### src/rtl/matmul_ctrl.sv
// matmul_ctrl: sequencing controller for the matrix-multiplier datapath.
// After a start request it clears the PE accumulators, runs the skewed
// systolic feed for a fixed number of steps, then walks result matrix C in
// row-major order and writes every element to the selected scratchpad target.
// In bias mode each element is read back first so that the datapath can add
// the old content. A one-cycle done/flags_we pulse ends the operation.
//
// Ports:
//   clk_i, rst_ni            clock, asynchronous active-low reset
//   start_i                  one-cycle start request (ignored while busy)
//   dim_n_i, dim_k_i,        matrix dimensions minus 1 (dim_k_i only goes to
//   dim_m_i                  the datapath and is not used here)
//   write_target_i           scratchpad target for C
//   bias_en_i                C := A*B + old scratchpad content
//   busy_o, done_o           operation in progress / completion pulse
//   pe_clr_o, pe_en_o        PE accumulator clear / systolic step enable
//   step_o                   feed step index for operand skew
//   res_row_o, res_col_o     PE result select
//   sp_re_o, sp_we_o         scratchpad read / write strobes
//   sp_addr_o, sp_target_o   scratchpad element address and target
//   add_bias_o               datapath adds scratchpad read data to result
//   flags_we_o               latch PE overflow flags into FLAGS
module matmul_ctrl #(
  parameter int  BUS_WIDTH   = 32,
  parameter int  DATA_WIDTH  = 8,
  parameter int  ADDR_WIDTH  = 16,
  parameter int  SP_NTARGETS = 4,
  localparam int MAX_DIM     = BUS_WIDTH / DATA_WIDTH,
  localparam int DW          = $clog2(MAX_DIM),
  localparam int TW          = $clog2(SP_NTARGETS),
  localparam int SW          = $clog2(3 * MAX_DIM)
) (
  input  logic                  clk_i,
  input  logic                  rst_ni,
  input  logic                  start_i,
  input  logic [DW-1:0]         dim_n_i,
  input  logic [DW-1:0]         dim_k_i,
  input  logic [DW-1:0]         dim_m_i,
  input  logic [TW-1:0]         write_target_i,
  input  logic                  bias_en_i,
  output logic                  busy_o,
  output logic                  done_o,
  output logic                  pe_clr_o,
  output logic                  pe_en_o,
  output logic [SW-1:0]         step_o,
  output logic [DW-1:0]         res_row_o,
  output logic [DW-1:0]         res_col_o,
  output logic                  sp_re_o,
  output logic                  sp_we_o,
  output logic [ADDR_WIDTH-1:0] sp_addr_o,
  output logic [TW-1:0]         sp_target_o,
  output logic                  add_bias_o,
  output logic                  flags_we_o
);

  // The feed always runs the full skew length of a MAX_DIM array so that
  // partial-size operands still drain completely.
  localparam int LAST_STEP = 3 * MAX_DIM - 3;

  typedef enum logic [2:0] {
    S_IDLE, S_CLEAR, S_COMPUTE, S_BRD, S_WR, S_DONE
  } state_t;

  state_t                state_q, state_d;
  logic [SW-1:0]         step_q, step_d;
  logic [DW-1:0]         row_q, row_d, col_q, col_d;
  logic [DW-1:0]         n_q, n_d, m_q, m_d;
  logic [TW-1:0]         tgt_q, tgt_d;
  logic                  bias_q, bias_d;

  logic                  busy_q, busy_d, done_q, done_d;
  logic                  pe_clr_q, pe_clr_d, pe_en_q, pe_en_d;
  logic                  sp_re_q, sp_re_d, sp_we_q, sp_we_d;
  logic [ADDR_WIDTH-1:0] sp_addr_q, sp_addr_d;
  logic [TW-1:0]         sp_target_q, sp_target_d;
  logic                  add_bias_q, add_bias_d;
  logic                  sp_phase;

  logic                  unused_dim_k;
  assign unused_dim_k = ^dim_k_i;

  always_comb begin
    state_d = state_q;
    step_d  = step_q;
    row_d   = row_q;
    col_d   = col_q;
    n_d     = n_q;
    m_d     = m_q;
    tgt_d   = tgt_q;
    bias_d  = bias_q;

    case (state_q)
      S_IDLE: begin
        if (start_i) begin
          n_d     = dim_n_i;
          m_d     = dim_m_i;
          tgt_d   = write_target_i;
          bias_d  = bias_en_i;
          state_d = S_CLEAR;
        end
      end
      S_CLEAR: begin
        step_d  = '0;
        state_d = S_COMPUTE;
      end
      S_COMPUTE: begin
        if (step_q == SW'(LAST_STEP)) begin
          step_d  = '0;
          row_d   = '0;
          col_d   = '0;
          state_d = bias_q ? S_BRD : S_WR;
        end else begin
          step_d = step_q + SW'(1);
        end
      end
      S_BRD: begin
        state_d = S_WR;
      end
      S_WR: begin
        if (row_q == n_q && col_q == m_q) begin
          row_d   = '0;
          col_d   = '0;
          state_d = S_DONE;
        end else begin
          if (col_q == m_q) begin
            col_d = '0;
            row_d = row_q + DW'(1);
          end else begin
            col_d = col_q + DW'(1);
          end
          state_d = bias_q ? S_BRD : S_WR;
        end
      end
      S_DONE: begin
        state_d = S_IDLE;
      end
      default: begin
        state_d = S_IDLE;
      end
    endcase

    // Outputs are decoded from the next state so they appear registered in
    // the same cycle as the state they belong to. Row/col and step counters
    // are held at zero outside their phases, so they drive outputs directly.
    sp_phase    = (state_d == S_BRD) || (state_d == S_WR);
    busy_d      = (state_d != S_IDLE);
    done_d      = (state_d == S_DONE);
    pe_clr_d    = (state_d == S_CLEAR);
    pe_en_d     = (state_d == S_COMPUTE);
    sp_re_d     = (state_d == S_BRD);
    sp_we_d     = (state_d == S_WR);
    add_bias_d  = (state_d == S_WR) && bias_d;
    sp_target_d = sp_phase ? tgt_d : '0;
    sp_addr_d   = sp_phase ? (ADDR_WIDTH'(row_d) * ADDR_WIDTH'(MAX_DIM)
                              + ADDR_WIDTH'(col_d)) : '0;
  end

  always_ff @(posedge clk_i or negedge rst_ni) begin
    if (!rst_ni) begin
      state_q     <= S_IDLE;
      step_q      <= '0;
      row_q       <= '0;
      col_q       <= '0;
      n_q         <= '0;
      m_q         <= '0;
      tgt_q       <= '0;
      bias_q      <= 1'b0;
      busy_q      <= 1'b0;
      done_q      <= 1'b0;
      pe_clr_q    <= 1'b0;
      pe_en_q     <= 1'b0;
      sp_re_q     <= 1'b0;
      sp_we_q     <= 1'b0;
      sp_addr_q   <= '0;
      sp_target_q <= '0;
      add_bias_q  <= 1'b0;
    end else begin
      state_q     <= state_d;
      step_q      <= step_d;
      row_q       <= row_d;
      col_q       <= col_d;
      n_q         <= n_d;
      m_q         <= m_d;
      tgt_q       <= tgt_d;
      bias_q      <= bias_d;
      busy_q      <= busy_d;
      done_q      <= done_d;
      pe_clr_q    <= pe_clr_d;
      pe_en_q     <= pe_en_d;
      sp_re_q     <= sp_re_d;
      sp_we_q     <= sp_we_d;
      sp_addr_q   <= sp_addr_d;
      sp_target_q <= sp_target_d;
      add_bias_q  <= add_bias_d;
    end
  end

  assign busy_o      = busy_q;
  assign done_o      = done_q;
  assign flags_we_o  = done_q;
  assign pe_clr_o    = pe_clr_q;
  assign pe_en_o     = pe_en_q;
  assign step_o      = step_q;
  assign res_row_o   = row_q;
  assign res_col_o   = col_q;
  assign sp_re_o     = sp_re_q;
  assign sp_we_o     = sp_we_q;
  assign sp_addr_o   = sp_addr_q;
  assign sp_target_o = sp_target_q;
  assign add_bias_o  = add_bias_q;

endmodule

### config.mk
export PLATFORM = sky130hd
export DESIGN_NAME = matmul_ctrl
export DESIGN_NICKNAME = d
export VERILOG_FILES = /design/src/rtl/matmul_ctrl.sv
export SDC_FILE = /design/constraint.sdc
export NUM_CORES = 1
export LEC_CHECK = 0
export ABC_AREA = 1
export CAP_MARGIN = 10
export CORE_ASPECT_RATIO = 1.25
export CORE_MARGIN = 5
export CORE_UTILIZATION = 30
export CTS_CLUSTER_DIAMETER = 60
export CTS_CLUSTER_SIZE = 14
export DETAILED_ROUTE_END_ITERATION = 8
export DONT_BUFFER_PORTS = 1
export HOLD_SLACK_MARGIN = 0.15
export SLEW_MARGIN = 10
export SYNTH_ARGS = -nofsm -noshare
export SYNTH_HDL_FRONTEND = slang
export SYNTH_SLANG_ARGS = --single-unit
### constraint.sdc
create_clock -name clk_i -period 1.3 [get_ports clk_i]
set_input_delay 0.26 -clock clk_i [delete_from_list [all_inputs] [get_ports clk_i]]
set_output_delay 0.26 -clock clk_i [all_outputs]
set_load 0.01 [all_outputs]
==> results of run 1 <==
## timing repair
item                       in CTS  in global routing
hold buffers                    9                  0
resized for setup              16                 47
pin swaps                      10                 18
setup buffers                   4                 11
hold endpoints to repair       38                  0
setup endpoints to repair      24                 29
cloned                          0                  1
## flip-flops by register name, summed over array words and instances (netlist names), 2 cells and up
name,cells
m_q,2
n_q,2
res_col_o,2
res_row_o,2
sp_addr_o,4
sp_target_o,2
state_q,3
step_o,4
tgt_q,2
## through the flow
| stage | util | cells | area [sq um] |
|---|---|---|---|
| 2_1_floorplan | - | 181 | 1640 |
| 6_report | 0.4645 | 294 | 2360 |
| 5_1_grt | 0.4645 | 294 | 2360 |
| 4_1_cts | 0.4190 | 282 | 2128 |
| 3_3_place_gp | 0.3640 | 261 | 1849 |
| 3_5_place_dp | 0.3640 | 261 | 1849 |
## worst max-delay path: stages (launching register included)
cell     delay (ns)
dfrtp_1        0.40
buf_6          0.13
inv_2          0.04
nor2_2         0.03
buf_4          0.13
nand4_1        0.11
nand2_2        0.08
a21oi_4        0.18
nand2_8        0.11
a21oi_2        0.15
## routing by layer
| metal | GRT usage | part of all wire | vias to the layer above |
|---|---|---|---|
| met2 | 0.1804 | 0.56 | 30 |
| met3 | 0.04199 | 0.070 | 4 |
| met1 | 0.1241 | 0.35 | 594 |
| met5 | 0 | 0 | - |
| li1 | - | - | 627 |
| met4 | 0.04451 | 0.014 | 0 |
## cells by family (layout without fill, tap and decap cells)
family / count (synthesis) / after routing / synth area share
AND/OR/NAND/NOR: 65 / 65 / 0.2273
buffers and inverters: 44 / 95 / 0.1431
flip-flops: 31 / 31 / 0.4928
AO/OA/AOI/OAI: 25 / 25 / 0.1073
adder cells (fa/ha/maj): 2 / 2 / 0.01590
XOR/XNOR: 2 / 2 / 0.01113
other: 1 / 12 / 0.002382
## power groups by stage
stage,registers [mW],logic (mW),clock network (mW)
finish,1.65,3.33,0.844
global route,1.71,3.67,0.915
CTS,1.64,2.68,0.867
detailed placement,1.65,2.41,0
global placement,1.63,2.38,0
floorplan,1.67,1.53,0
## final timing paths
| kind | start | endpoint | slack, ns | cells after the start |
|---|---|---|---|---|
| worst max-delay path | state_q[1] | sp_addr_o[0] | -0.13 | 9 |
| worst min-delay path | start_i | pe_clr_o | 0.28 | 3 |
| worst max register to register | state_q[1] | sp_addr_o[0] | -0.13 | 9 |
| worst min register to register | n_q[1] | n_q[1] | 0.55 | 2 |
| max in group asynchronous | rst_ni | step_o[0] | 0.69 | 2 |
| min in group asynchronous | rst_ni | add_bias_o | 0.43 | 2 |
## Yosys cell counts, types with 3 or more instances
cell	n
dfrtp_1	31
nand2_1	29
inv_1	23
buf_4	13
nor2_1	10
o21ai_0	9
a21oi_2	7
nand3_1	6
inv_2	5
nand2_4	5
a21oi_1	3
## layout make-up
cell class	count	area (sq um)
multi-input combinational	106	798.3
sequential	31	777.0
clock buffer	7	96.34
tap	62	77.57
clock inverter	1	7.507
inverter	30	120.1
timing repair buffer	57	483.0
fill	509	2720
==> impl_metrics.tcl, run 1 <==
set metrics [dict create \
    numCtsBuffers 5 \
    drt-vias-per-instance 4.269 \
    swShare 0.4165 \
    finalHoldViolations 0 \
    htreeDepth 2 \
    max_clock_freq_mhz 699.3 \
    ir_drop_mv 0.7340 \
    port_buffers 0 \
    fin_worst_skew_ns 0.008815 \
    pwr-share-seq 0.283 \
    ant_nets 0 \
    outcome "complete, but fails checks" \
    die_w_um 74.79 \
    crit_path_start_kind "flop" \
    syn_area_per_cell_sq_um 9.259 \
    yosysTopAreaCellShare 0.4928 \
    synth_area_sq_um 1574 \
    io_pins 46 \
    grt-ovfl-total 0 \
    violations "negative setup slack" \
    final.min_clock_period_ns 1.430 \
    ys_seq_area_frac 0.4928 \
    netlist_instances 170 \
    rsz0062_at_grt "true" \
    first_pass_iters 4 \
    finalSetupTns_ns -1.502 \
    synth.distinct_cells 32 \
    p_leak_nw 1.212 \
    synth_edf_count 0 \
    worstPathArrival_ns 1.64 \
    drc 0 \
    synthFlopType "dfrtp_1" \
    synthToLayoutAreaGrowth_pct 49.92 \
    hold_path.class "in -> reg" \
    grt_pass1_wl_um 5595 \
    core_sq_um 5080 \
    clock_latency_ns 0.29 \
    die_y_um 90.99 \
    globalRouteTotalUtil 0.1093 \
    grt_pass1_vias 1177 \
    crit_required_ns 1.51 \
    fin_ws_ns -0.1299 \
    fp-row-count 29 \
    final_common_cell "buf_4" \
    synthTopCellsByArea "dfrtp_1, nand2_1, buf_4" \
    synth_async_sr_flop_share 1.000 \
    clockBufferDepth 2 \
    drt_wl_total_um 3649 \
    gp_congestion 0.7386 \
    combPwrFrac 0.572 \
    yosys.area.top_type "dfrtp_1" \
    pre_cts_ws_ns -0.1541 \
    initial_utilization 0.3099 \
    drtIter0Drc 17 \
    ys_ff_latch 31 \
    crit_type "reg -> reg" \
    p_switching_mw 2.426 \
    report.final.slew_viol_count 0 \
    worstSetupEndpointType "flop" \
    p_int_mw 3.399 \
    die-area_sq_um 6804 \
    finalSetupViolations 20 \
    cts_num_sinks 31 \
    cts_root_buffer "clkbuf_8" \
    drive_gt1_frac 0.5603 \
    grt_start_max_net_pins 32 \
    diodes 0 \
    clock_power_share 0.145 \
    holdWs_ns 0.2785 \
    maxCapViolCount 0 \
    finalPower_mw 5.824 \
    path_clk_slew_ns 0.06 \
    dp_hpwl_um 2463 \
    cp_max_fo 8 \
    final_nets 245 \
    final_cell_mix "buf_4, dfrtp_1, nand2_1, inv_1, inv_2" \
    power_density_nw_per_um2 2468 \
    yosysWarnings 0 \
    antenna_found_initial 0 \
    cts_tree "built" \
    wire_per_inst_um 12.41 \
    fin_crit_sh 1.100 \
    vias 1255 \
]
Power figures use the tool's default switching activity.
==> inputs of run 2 (changes only) <==
--- a/config.mk
+++ b/config.mk
@@ -15,6 +15,7 @@
 export DETAILED_ROUTE_END_ITERATION = 8
 export DONT_BUFFER_PORTS = 1
 export HOLD_SLACK_MARGIN = 0.15
+export SKIP_LAST_GASP = 1
 export SLEW_MARGIN = 10
 export SYNTH_ARGS = -nofsm -noshare
 export SYNTH_HDL_FRONTEND = slang
==> constraint.sdc (replaced) <==
create_clock -name clk_i -period 1.2 [get_ports clk_i]
set_input_delay 0.24 -clock clk_i [delete_from_list [all_inputs] [get_ports clk_i]]
set_output_delay 0.24 -clock clk_i [all_outputs]
set_load 0.01 [all_outputs]
==> run 2 against run 1 <==
- the flow still finishes with violations (negative setup slack)
- cell count is 2.7% lower
- clock power fell by 3.0%
- flip-flop and latch count unchanged
- sequential power is 9% higher
- die area unchanged
- core utilization fell by 2.1 points
- register-to-register slack worse by 0.09 ns
- maximum frequency is 0.56% higher
- non-clock buffer count shrank 7
- largest cell class is now sequential cells
==> impl_metrics.tcl, run 2 (same netlist as run 1, synthesis figures left out) <==
set metrics [dict create \
    violations "negative setup slack" \
    fin_ws_ns -0.2219 \
    grt_pass1_wl_um 5692 \
    hold_path.class "in -> reg" \
    cts_root_buffer "clkbuf_8" \
    final_common_cell "buf_4" \
    fin_worst_skew_ns 0.008373 \
    clock_latency_ns 0.28 \
    final.min_clock_period_ns 1.422 \
    initial_utilization 0.3099 \
    hold_end "bias_q" \
    gp_congestion 0.7287 \
    antenna_found_initial 0 \
    numCtsBuffers 5 \
    p_leak_nw 1.158 \
    vias 1208 \
    power_density_nw_per_um2 2625 \
    drt-vias-per-instance 4.224 \
    grt_start_max_net_pins 32 \
    clockBufferDepth 2 \
    wire_per_inst_um 11.93 \
    drtIter0Drc 34 \
    port_buffers 0 \
    final_cell_mix "buf_4, dfrtp_1, nand2_1, inv_1, conb_1" \
    ir_drop_mv 0.8261 \
    cts_tree "built" \
    hold_depth 3 \
    met1_usage 0.1239 \
    worstPathArrival_ns 1.59 \
    report.final.slew_viol_count 0 \
    drive_gt1_frac 0.5223 \
    drc 0 \
    globalRouteMet2Util 0.1848 \
    path_clk_slew_ns 0.07 \
    final_core_util 0.4438 \
    finalPower_mw 5.918 \
    synthToLayoutAreaGrowth_pct 43.24 \
    r2r_cells 7 \
    cp_max_fo 5 \
    crit_type "reg -> reg" \
    outcome "complete, but fails checks" \
    core_sq_um 5080 \
    crit_path_start_kind "flop" \
    crit_required_ns 1.37 \
    max_clock_freq_mhz 703.3 \
    worstSetupEndpointType "flop" \
    maxCapViolCount 0 \
    p_switching_mw 2.472 \
    htreeDepth 2 \
    grt_pass1_vias 1239 \
    clock_power_share 0.138 \
    first_pass_iters 4 \
    pwr-share-seq 0.303 \
    diodes 0 \
    die_w_um 74.79 \
    ff2ff_setup_slack_ns -0.22 \
    grt-ovfl-total 0 \
    rsz0062_at_grt "true" \
    reg2reg_to "res_col_o[1]" \
    die-area_sq_um 6804 \
    holdWs_ns 0.2225 \
    finalSetupViolations 27 \
    finalHoldViolations 0 \
    drt_wl_total_um 3411 \
    p_int_mw 3.446 \
    globalRouteTotalUtil 0.1103 \
    fp-row-count 29 \
    busiest_layer "met2" \
    final_nets 238 \
    gr-usage-met3 0.04420 \
    combPwrFrac 0.558 \
    die_y_um 90.99 \
    cts_num_sinks 31 \
    worstHoldStart "start_i" \
    dp_hpwl_um 2489 \
    regToRegStartpoint "state_q[1]" \
    ant_nets 0 \
    swShare 0.4178 \
    fin_crit_sh 1.185 \
    io_pins 46 \
]
==> run 2: area by class of cell <==
class                           instances  area (sq um)
Fill cell                             489          2825
Sequential cell                        31         777.0
Multi-Input combinational cell        106         755.7
Timing Repair Buffer                   50         435.4
Inverter                               30         121.4
Clock buffer                            6         82.58
Tap cell                               62         77.57
Clock inverter                          1         5.005
==> run 2: worst max-delay path by stage <==
stage / start / endpoint / slack, ns / cells after the start
2_1_floorplan: step_o[1] / sp_addr_o[0] / -0.16 / 9
3_3_place_gp: state_q[0] / sp_target_o[1] / -0.27 / 6
3_5_place_dp: state_q[0] / sp_target_o[1] / -0.26 / 6
4_1_cts: state_q[1] / sp_addr_o[2] / -0.21 / 6
5_1_grt: step_o[0] / sp_addr_o[3] / -0.28 / 8
6_report: state_q[1] / res_col_o[1] / -0.22 / 7
==> run 2: critical path, stage by stage, from the launching register on <==
cell and delay [ns]:
dfrtp_1 0.39, or2_4 0.27, nor2_8 0.15, inv_4 0.06, o21ai_2 0.10, nand2_1 0.10
a21oi_2 0.18, inv_1 0.06
==> run 2: power by group through the flow <==
| stage | registers [mW] | clock network [mW] | logic (mW) |
|---|---|---|---|
| after detailed placement | 1.80 | 0 | 2.68 |
| after floorplan | 1.81 | 0 | 1.68 |
| after global placement | 1.80 | 0 | 2.65 |
| after global routing | 1.86 | 0.905 | 3.65 |
| final | 1.80 | 0.819 | 3.30 |
| after CTS | 1.79 | 0.849 | 3.06 |
==> run 2: per-layer routing <==
layer	wire, um	up-vias
met5	0	-
met1	1279	558
met2	1852	33
met3	229	6
met4	50	0
li1	-	611
==> run 2: timing repair <==
item / 4_1_cts / 5_1_grt
hold buffers: 9 / 0
resized for setup: 20 / 21
endpoints found under the setup margin: 34 / 35
pin swaps: 11 / 11
buffers inserted: 5 / 5
hold endpoints to repair: 39 / 0
cloned: 0 / 0
==> run 2: through the flow <==
stage                     cell area [sq um]  std cells  setup TNS [ns]  worst slack, ns
after global placement                 1869        261          -4.200          -0.2690
after global routing                   2255        286          -5.599          -0.2844
after detailed placement               1869        261          -4.421          -0.2559
final                                  2255        286          -3.370          -0.2219
after floorplan                        1648        181          -2.108          -0.1586
after CTS                              2157        282          -3.511          -0.2120
